--- config.mk ---
export PLATFORM = sky130hd
export DESIGN_NAME = button_pc_sequencer
export DESIGN_NICKNAME = d
export VERILOG_FILES = /design/src/rtl/button_pc_sequencer.sv
export SDC_FILE = /design/constraint.sdc
export NUM_CORES = 1
export LEC_CHECK = 0
export CORE_ASPECT_RATIO = 0.6
export CORE_MARGIN = 2
export CORE_UTILIZATION = 63
export DETAILED_ROUTE_END_ITERATION = 10
export DONT_BUFFER_PORTS = 1
export GPL_TIMING_DRIVEN = 0
export MAX_ROUTING_LAYER = met4
export PLACE_DENSITY = 0.9
export SYNTH_ARGS = -nofsm -noshare
export SYNTH_HDL_FRONTEND = slang
export SYNTH_SLANG_ARGS = --single-unit
--- constraint.sdc ---
create_clock -name i_CLK -period 2.3 [get_ports i_CLK]
set_clock_uncertainty 0.15 [all_clocks]
set_input_delay 0.46 -clock i_CLK [delete_from_list [all_inputs] [get_ports i_CLK]]
set_output_delay 0.46 -clock i_CLK [all_outputs]
set_load 0.01 [all_outputs]
--- src/rtl/button_pc_sequencer.sv ---
// Program-counter sequencer: debounces frame-sampled push buttons and turns
// clear / step / run-stop presses into a PC address for the instruction ROM.
module button_pc_sequencer #(
  parameter int PC_WIDTH        = 8,
  parameter int PC_MAX          = 255,
  parameter int DEBOUNCE_FRAMES = 4,
  parameter int RUN_DIV         = 5000000
) (
  input  logic                i_CLK,
  input  logic                i_SYS_RESET,
  input  logic                i_FRAME_VALID,
  input  logic                i_BTN_CLR,
  input  logic                i_BTN_STEP,
  input  logic                i_BTN_RUN,
  output logic [PC_WIDTH-1:0] o_PC,
  output logic                o_PC_STROBE,
  output logic                o_RUNNING,
  output logic                o_WRAP
);

  localparam logic [0:0] STATE_IDLE = 1'b0;
  localparam logic [0:0] STATE_RUN  = 1'b1;

  localparam logic [15:0]         DB_LAST  = 16'(DEBOUNCE_FRAMES - 1);
  localparam logic [23:0]         DIV_LAST = 24'(RUN_DIV - 1);
  localparam logic [PC_WIDTH-1:0] PC_LAST  = PC_WIDTH'(PC_MAX);

  // Bit order: 0 = clear, 1 = step, 2 = run/stop.
  logic [2:0] raw_btn;
  logic [2:0] press_bus;

  assign raw_btn = {i_BTN_RUN, i_BTN_STEP, i_BTN_CLR};

  genvar gi;
  generate
    for (gi = 0; gi < 3; gi++) begin : g_debounce
      logic [15:0] cnt_reg;
      logic [15:0] cnt_next;
      logic        stable_reg;
      logic        stable_next;
      logic        press_reg;
      logic        press_next;

      // Counter only moves on frame strobes; a matching sample restarts it.
      always_comb begin
        cnt_next    = cnt_reg;
        stable_next = stable_reg;
        press_next  = 1'b0;
        if (i_FRAME_VALID) begin
          if (raw_btn[gi] != stable_reg) begin
            if (cnt_reg == DB_LAST) begin
              stable_next = ~stable_reg;
              cnt_next    = 16'd0;
              press_next  = ~stable_reg;
            end else begin
              cnt_next = cnt_reg + 16'd1;
            end
          end else begin
            cnt_next = 16'd0;
          end
        end
      end

      always_ff @(posedge i_CLK) begin
        if (i_SYS_RESET) begin
          cnt_reg    <= 16'd0;
          stable_reg <= 1'b0;
          press_reg  <= 1'b0;
        end else begin
          cnt_reg    <= cnt_next;
          stable_reg <= stable_next;
          press_reg  <= press_next;
        end
      end

      assign press_bus[gi] = press_reg;
    end
  endgenerate

  logic [0:0]          state_reg;
  logic [0:0]          state_next;
  logic [23:0]         presc_reg;
  logic [23:0]         presc_next;
  logic [PC_WIDTH-1:0] pc_reg;
  logic [PC_WIDTH-1:0] pc_next;
  logic                strobe_reg;
  logic                strobe_next;
  logic                wrap_reg;
  logic                wrap_next;
  logic                tick;

  assign tick = (state_reg == STATE_RUN) && (presc_reg == DIV_LAST);

  // Clear beats run/stop, which beats step/tick; a run toggle swallows both.
  always_comb begin
    state_next  = state_reg;
    presc_next  = presc_reg;
    pc_next     = pc_reg;
    strobe_next = 1'b0;
    wrap_next   = 1'b0;
    if (press_bus[0]) begin
      pc_next     = '0;
      strobe_next = (pc_reg != '0);
      state_next  = STATE_IDLE;
      presc_next  = 24'd0;
    end else if (press_bus[2]) begin
      state_next = ~state_reg;
      presc_next = 24'd0;
    end else begin
      if (state_reg == STATE_RUN) begin
        presc_next = tick ? 24'd0 : presc_reg + 24'd1;
      end
      if ((press_bus[1] && state_reg == STATE_IDLE) || tick) begin
        strobe_next = 1'b1;
        if (pc_reg == PC_LAST) begin
          pc_next   = '0;
          wrap_next = 1'b1;
        end else begin
          pc_next = pc_reg + PC_WIDTH'(1);
        end
      end
    end
  end

  always_ff @(posedge i_CLK) begin
    if (i_SYS_RESET) begin
      state_reg  <= STATE_IDLE;
      presc_reg  <= 24'd0;
      pc_reg     <= '0;
      strobe_reg <= 1'b0;
      wrap_reg   <= 1'b0;
    end else begin
      state_reg  <= state_next;
      presc_reg  <= presc_next;
      pc_reg     <= pc_next;
      strobe_reg <= strobe_next;
      wrap_reg   <= wrap_next;
    end
  end

  assign o_PC        = pc_reg;
  assign o_PC_STROBE = strobe_reg;
  assign o_RUNNING   = (state_reg == STATE_RUN);
  assign o_WRAP      = wrap_reg;

endmodule

# ---- Yosys cells after proc, flatten, opt, wreduce, memory -nomap -nowiden
# Cells that the tools add are included.
dict set report word_totals {
  out_inout_bits 11
  elab_cells 66
  input_bits 6
  regBits 89
}
dict set report op_classes {
  n_reduce_logical 14
  mux 12
  n_bitwise 13
  addsub 5
  n_eq_ne 8
}
# op n
set op_table {}
lappend op_table {{two-way mux 16 bit} 6}
lappend op_table {{adder 16 x 1 -> 16 bit, second input constant} 3}
lappend op_table {{equality test 16 x 2 -> 1 bit, second input constant} 3}
lappend op_table {{adder 24 x 1 -> 24 bit, second input constant} 1}
lappend op_table {{equality test 24 x 23 -> 1 bit, second input constant} 1}
lappend op_table {{two-way mux 24 bit} 1}
lappend op_table {{OR reduction 4 bit} 4}
lappend op_table {{NOT 1 bit} 13}
lappend op_table {{AND reduction 3 bit} 3}
lappend op_table {{adder 8 x 1 -> 8 bit, second input constant} 1}
lappend op_table {{equality test 8 bit, second input constant} 1}
lappend op_table {{two-way mux 8 bit} 1}
lappend op_table {{nonzero test 8 bit} 1}
lappend op_table {{two-way mux 1 bit} 4}
lappend op_table {{inequality test 1 bit} 3}
lappend op_table {{OR reduction 3 bit} 1}
lappend op_table {{logical AND 1 bit} 2}
lappend op_table {{AND reduction 2 bit} 1}
lappend op_table {{OR reduction 2 bit} 1}
lappend op_table {{logical OR 1 bit} 1}

# ---- Longest topological paths before layout
# Gate-level depths: netlist of the first run.
dict set report depth {
  word_depth 6
  ltp_mapped 8
  ltp_nobuf 6
}

# ---- Worst setup path before layout of the first run
# OpenSTA, ideal clock, no wires.
dict set report synth_timing {
  kind {reg-to-reg}
  start {reg presc_reg[0]}
  end {reg pc_reg[3] (netlist: o_PC[3])}
  path_buffers 1
  stages_incl_launch_ff 8
  path_slack_ns 0.344
  arrival_ns 1.688
  cell_sequence {dfxtp_1 > ha_1 > and3_1 > and2_1 > a31oi_1 > buf_2 > nor2_1 > o221a_2}
}
dict set report synth_via {
  elab_chain_cells 4
}
# item line_no
set synth_rtl {}
lappend synth_rtl {{start: declaration} 82} ;# logic [23:0] presc_reg;
lappend synth_rtl {{start signal: assignment} 134} ;# presc_reg <= presc_next;
lappend synth_rtl {{equality test 24 x 23 -> 1 bit} 92} ;# assign tick = (state_reg == STATE_RUN) && (presc_reg == DIV_LAST);
lappend synth_rtl {{logical AND 1 bit} 92}
lappend synth_rtl {{logical OR 1 bit} 113} ;# if ((press_bus[1] && state_reg == STATE_IDLE) || tick) begin
lappend synth_rtl {{AND reduction 2 bit (no line)} --}
lappend synth_rtl {{end signal: assignment} 135} ;# pc_reg <= pc_next;
lappend synth_rtl {{end: declaration} 84} ;# logic [PC_WIDTH-1:0] pc_reg;
# Every way passes these cells.
# A chain may end at the register's enable or synchronous reset.

# ---- Worst setup path in the final report of the first run
# Same ends and word-level chain as after synthesis.

==> results of run 1 <==
## through the flow
| stage | area (µm²) | hold WS [ns] |
|---|---|---|
| 6_report | 4890 | 0.191 |
| 5_1_grt | 4890 | 0.208 |
| 4_1_cts | 4860 | 0.183 |
| 3_5_place_dp | 4540 | 0.351 |
| 3_3_place_gp | 4540 | 0.326 |
| 2_1_floorplan | 4440 | 0.302 |
## cell type report
type / count / area [µm²]
Clock buffer: 9 / 225
Inverter: 8 / 30.0
Fill cell: 487 / 1840
Clock inverter: 7 / 83.8
Multi-Input combinational cell: 407 / 2520
Sequential cell: 89 / 1780
Buffer: 31 / 143
Tap cell: 87 / 109
## kinds of logic after synthesis
group           synth area share (%)
mux                            0.451
compound gates                  17.5
flops                           40.2
fa+ha+maj                       1.69
xor+xnor                        5.53
buf+inv                         3.72
simple gates                    30.9
## power groups by stage
stage          registers [mW]  clock network (mW)  logic (mW)
6_report                 1.55                1.53       0.121
5_1_grt                  1.55                1.60       0.132
4_1_cts                  1.55                1.54       0.116
3_5_place_dp             1.58                   0       0.114
3_3_place_gp             1.58                   0       0.110
2_1_floorplan            1.58                   0      0.0830
## worst paths after layout
check | depth (start not counted) | from | end
max reg2reg | 7 | presc_reg[0] | o_PC[3]
max | 7 | presc_reg[0] | o_PC[3]
min | 2 | i_SYS_RESET | g_debounce[1].cnt_reg[15]
min reg2reg | 1 | g_debounce[1].stable_reg | g_debounce[1].press_reg
## per-layer routing
layer / vias to the layer above / global-route usage, % / part of all wire, %
li1: 2028 / - / -
met3: 23 / 9.44 / 9.5
met5: - / - / 0
met1: 2027 / 39.2 / 45
met4: 0 / 8.99 / 1.5
met2: 240 / 45.0 / 44
## placed cells by master, fill, tap and decap left out, types with 3 or more instances in the layout
master / Yosys / routed
a21oi_1: 32 / 32
inv_1: 8 / 8
a311oi_1: 31 / 31
nor3_1: 17 / 16
clkbuf_4: 0 / 3
dfxtp_1: 89 / 89
inv_6: 0 / 3
or3_1: 15 / 15
a22oi_1: 3 / 3
nand4_1: 10 / 10
nor2_1: 54 / 54
a41oi_1: 7 / 7
nor4b_1: 5 / 4
nand2_1: 49 / 49
nor3_2: 5 / 6
clkbuf_16: 0 / 9
clkbuf_1: 18 / 18
buf_2: 12 / 9
nand2b_1: 5 / 5
xnor2_1: 13 / 13
or4_1: 3 / 3
a31oi_1: 10 / 9
a211oi_1: 3 / 3
o21ai_0: 14 / 14
nand3_1: 41 / 41
xor2_1: 15 / 15
and2_1: 4 / 4
nor4_1: 9 / 9
nor2b_1: 4 / 3
ha_1: 6 / 6
and3_1: 17 / 17
and4_1: 8 / 8
==> impl_metrics.yaml, run 1 <==
status:
  status: "completed"
pwr:
  power_density_nw_per_um2: 655
  p_sw_share_pct: 23.8
  clkPwrFrac_pct: 47.8
  cellLeakagePower_nw: 1.62
  design_power_total_mw: 3.20
  p_seq_share_pct: 48.4
  ir_drop_mv: 0.648
  combPwrFrac_pct: 3.8
  p_int_mw: 2.44
  switching_power_mw: 0.763
sta:
  slew_headroom_pct: 63.4
  fmax_ghz: 0.452
  setup_viol: 0
  fin_setup_tns_ns: 0
  tightest_slew_ns: 0.549
  finalCritPeriodShare_pct: 96.1
  slew_viol_final: 0
  layout_setup_ws_ns: 0.0894
  fin_crit_ns: 2.21
  final_hold_viol_count: 0
yosys:
  synthesis.area_um2: 4440
  avgSynthCellArea_um2: 8.29
  synth_cells: 535
  yosysTopAreaCell: "dfxtp_1"
  synth_ff_type: "dfxtp_1"
  ys_ff_latch: 89
  synth_seq_area_share_pct: 40.2
  synthTopCellsByArea: "dfxtp_1, a311oi_1, nand3_1"
  synth.most_common_cell: "dfxtp_1"
  synthTopCellsByCount: "dfxtp_1, nor2_1, nand2_1"
  synth_cell_types: 49
  synth_edf_count: 0
  yosys_warnings: 0
  synth.top_cell.area_share_pct: 40.2
  syn_nets: 547
  ys_async_sr_fraction_pct: 0
clocking:
  clock-sinks: 89
  clk_transition_reported_paths_ns: 0.07
  cts_root_buf: "clkbuf_16"
  cts-buffers-inserted: 9
  clock_path_buffers: 2
  ctsResizeCount: 2
  postCtsHoldBufs: 0
  clkLatencyLatePin_ns: 0.35
  post_cts_buffers: 0
  cts_tree: "done"
  htreeDepth: 3
detailed_routing:
  drt_iter0_markers: 610
  viasPerCell: 6.77
  vias: 4318
  ant_nets: 0
  firstDrtPassIters: 7
  drc: 0
  routed_wl_um: 11100
  wl_per_cell_um: 17.4
floorplanning:
  die_w_um: 112
  die_h_um: 69.0
  rows: 23
  pin_count: 17
  dieArea_um2: 7750
  core-area_um2: 6730
  initial_core_util_pct: 65.9
layout:
  area_delta_synth_final_pct: 10.3
  fin_util_pct: 72.6
  largest_register_ffs: 48
  num_antenna_cells: 0
  fin_cells: 638
  nets: 558
  layout-drive-gt1-share_pct: 8.35
placement:
  gp_congestion: 0.905
  pre_cts_slack_ns: -0.00106
  dp_cells: 622
  portBuffers: 0
  hpwlAfterDp_um: 7590
global_route:
  grt_pass1_vias: 3678
  antenna_found_initial: 0
  grt_max_degree: 18
  grt_pass1_wl_um: 17700
  overflow: 0
  globalRouteTotalUtil_pct: 29.9
hold_path:
  worstHoldPathType: "in2reg"
critical_path:
  crit_path_max_incr_delay_ns: 0.34
  critical_path_arrival_ns: 2.31
  critPathTopFamily: "compound AO/OA/AOI/OAI gates"
  required_ns: 2.40
  cp_cell_sequence: "ha_1 -> and3_1 -> and2_1 -> a31oi_2 -> clkbuf_4 -> nor2_1 -> o221a_2"
  crit_fanout: 10
  endpoint_kind: "register"
  crit_path_top_delay_cell: "dfxtp_1"
  worstSetupPathType: "reg2reg"
  startpoint_type: "register"
  cp.buffers_inverters: 1
  r2r_setup_slack_ns: 0.09
flow_run:
  drv_cap: 0
Power figures use the tool's default switching activity.
==> run 2, diff against run 1 <==
Settings changed: ABC_CLOCK_PERIOD_IN_PS from default to 2300.
==> results of run 2 <==
Final layout, timing and power as in run 1 (identical DEF).
==> run 3, diff against run 2 <==
Settings changed: CTS_CLUSTER_SIZE from default to 8, MAX_ROUTING_LAYER met4 to default.
==> run 3 against run 2 <==
  * Sequential power about the same
  * Register-to-register slack about the same
  * Highest routed layer unchanged
  * Combinational power about the same
  * Core utilization unchanged
  * Hold slack got worse by 0.015 ns
  * Final area unchanged
  * Largest power group unchanged
  * Critical endpoint unchanged
  * Via count increased by 0.63%
  * Total power increased by 0.14%
  * First-iteration DRC count increased by 1.6%
==> impl_metrics.yaml, run 3 (same netlist as run 1, synthesis figures left out) <==
detailed_routing:
  wl_per_cell_um: 17.4
  drt_iter0_markers: 620
  drc: 0
  vias: 4345
  viasPerCell: 6.81
  firstDrtPassIters: 5
  routed_wl_um: 11100
  ant_nets: 0
layout:
  design_area_um2: 4890
  fin_cells: 638
  num_antenna_cells: 0
  final_common_cell: "dfxtp_1"
  largest_register_ffs: 48
  layout-drive-gt1-share_pct: 8.35
  area_delta_synth_final_pct: 10.3
  mostFrequentLayoutCells: "dfxtp_1, nor2_1, nand2_1, nand3_1, a21oi_1"
  nets: 558
status:
  status: "completed"
critical_path:
  endpoint_kind: "register"
  r2r-end: "o_PC[3]"
  worstSetupPathType: "reg2reg"
  rr_startpoint: "presc_reg[0]"
  startpoint_type: "register"
  critPathLaunch: "presc_reg[0]"
  reg2reg_depth: 7
  critical_path_arrival_ns: 2.31
  required_ns: 2.40
  crit_fanout: 10
  r2r_setup_slack_ns: 0.09
  endpoint: "o_PC[3]"
pwr:
  power_density_nw_per_um2: 655
  cellLeakagePower_nw: 1.62
  ir_drop_mv: 0.648
  design_power_total_mw: 3.21
floorplanning:
  dieArea_um2: 7750
  initial_core_util_pct: 65.9
  die_h_um: 69.0
  rows: 23
  core-area_um2: 6730
  die_w_um: 112
  pin_count: 17
sta:
  final_hold_viol_count: 0
  slew_headroom_pct: 63.2
  rsz0062_at_grt: "false"
  tightest_slew_ns: 0.552
  slew_viol_final: 0
  fin_setup_tns_ns: 0
  fin_crit_ns: 2.21
  fmax_ghz: 0.453
  finalCritPeriodShare_pct: 96.0
  setup_viol: 0
  whs_ns: 0.176
clocking:
  clk_transition_reported_paths_ns: 0.07
  clock_path_buffers: 2
  clock-sinks: 89
  cts_tree: "done"
  cts-buffers-inserted: 9
  cts_root_buf: "clkbuf_16"
  clkLatencyLatePin_ns: 0.36
  htreeDepth: 3
global_route:
  grt_max_degree: 18
  globalRouteTotalUtil_pct: 29.0
  overflow: 0
  grt_pass1_vias: 3683
  grt_pass1_wl_um: 17700
  antenna_found_initial: 0
flow_run:
  drv_cap: 0
placement:
  gp_congestion: 0.890
  dp_cells: 622
  hpwlAfterDp_um: 7590
  portBuffers: 0
  dpl_cell_area_um2: 4540
hold_path:
  holdPathStages: 2
  worstHoldStart: "i_SYS_RESET"
  worstHoldPathType: "in2reg"
[run 3: worst min-delay path by stage]
stage / end
3_3_place_gp: presc_reg[1]
5_1_grt: g_debounce[1].cnt_reg[15]
2_1_floorplan: g_debounce[1].press_reg
6_report: g_debounce[1].cnt_reg[15]
3_5_place_dp: presc_reg[0]
4_1_cts: g_debounce[1].press_reg
[run 3: timing repair]
action | in CTS | in global routing
hold buffers | 0 | 0
hold endpoints to repair | 0 | 0
gates resized for setup | 2 | 7
setup buffers | 0 | 0
endpoints found under the setup margin | 3 | 23
[run 3: layout make-up]
class	instances	area, µm²
multi-input cells	407	2520
clock inverters	7	83.8
plain buffers	31	143
inverters	8	30.0
fillers	487	1840
flip-flops and latches	89	1780
clock buffers	9	225
well taps	87	109
[run 3: stage by stage]
stage	util [%]	worst slack (ns)
final	72.6	0.0920
after global routing	72.6	0.00395
after CTS	72.2	0.0963
after global placement	67.5	0.0657
after floorplan	-	0.344
after detailed placement	67.5	-0.00106
[run 3: report_power, final]
part | leakage, nW | switching, mW | internal, mW
combinational | 0.751 | 0.0900 | 0.0313
sequential | 0.717 | 0.00468 | 1.54
clock | 0.149 | 0.673 | 0.863
total | 1.62 | 0.767 | 2.44
[run 3: per-layer routing]
| metal | GRT usage (%) | vias to the layer above | wire length, µm |
|---|---|---|---|
| li1 | - | 2028 | - |
| met1 | 39.2 | 2007 | 4910 |
| met2 | 45.0 | 282 | 4830 |
| met3 | 8.65 | 28 | 1150 |
| met4 | 10.4 | 0 | 230 |
| met5 | 0 | - | 0 |
[run 3: worst max-delay path, cell delays in order (launching register included)]
cell and delay [ns]:
dfxtp_1 0.34, ha_1 0.24, and3_1 0.24, and2_1 0.22
a31oi_2 0.29, clkbuf_4 0.28, nor2_1 0.07, o221a_2 0.27
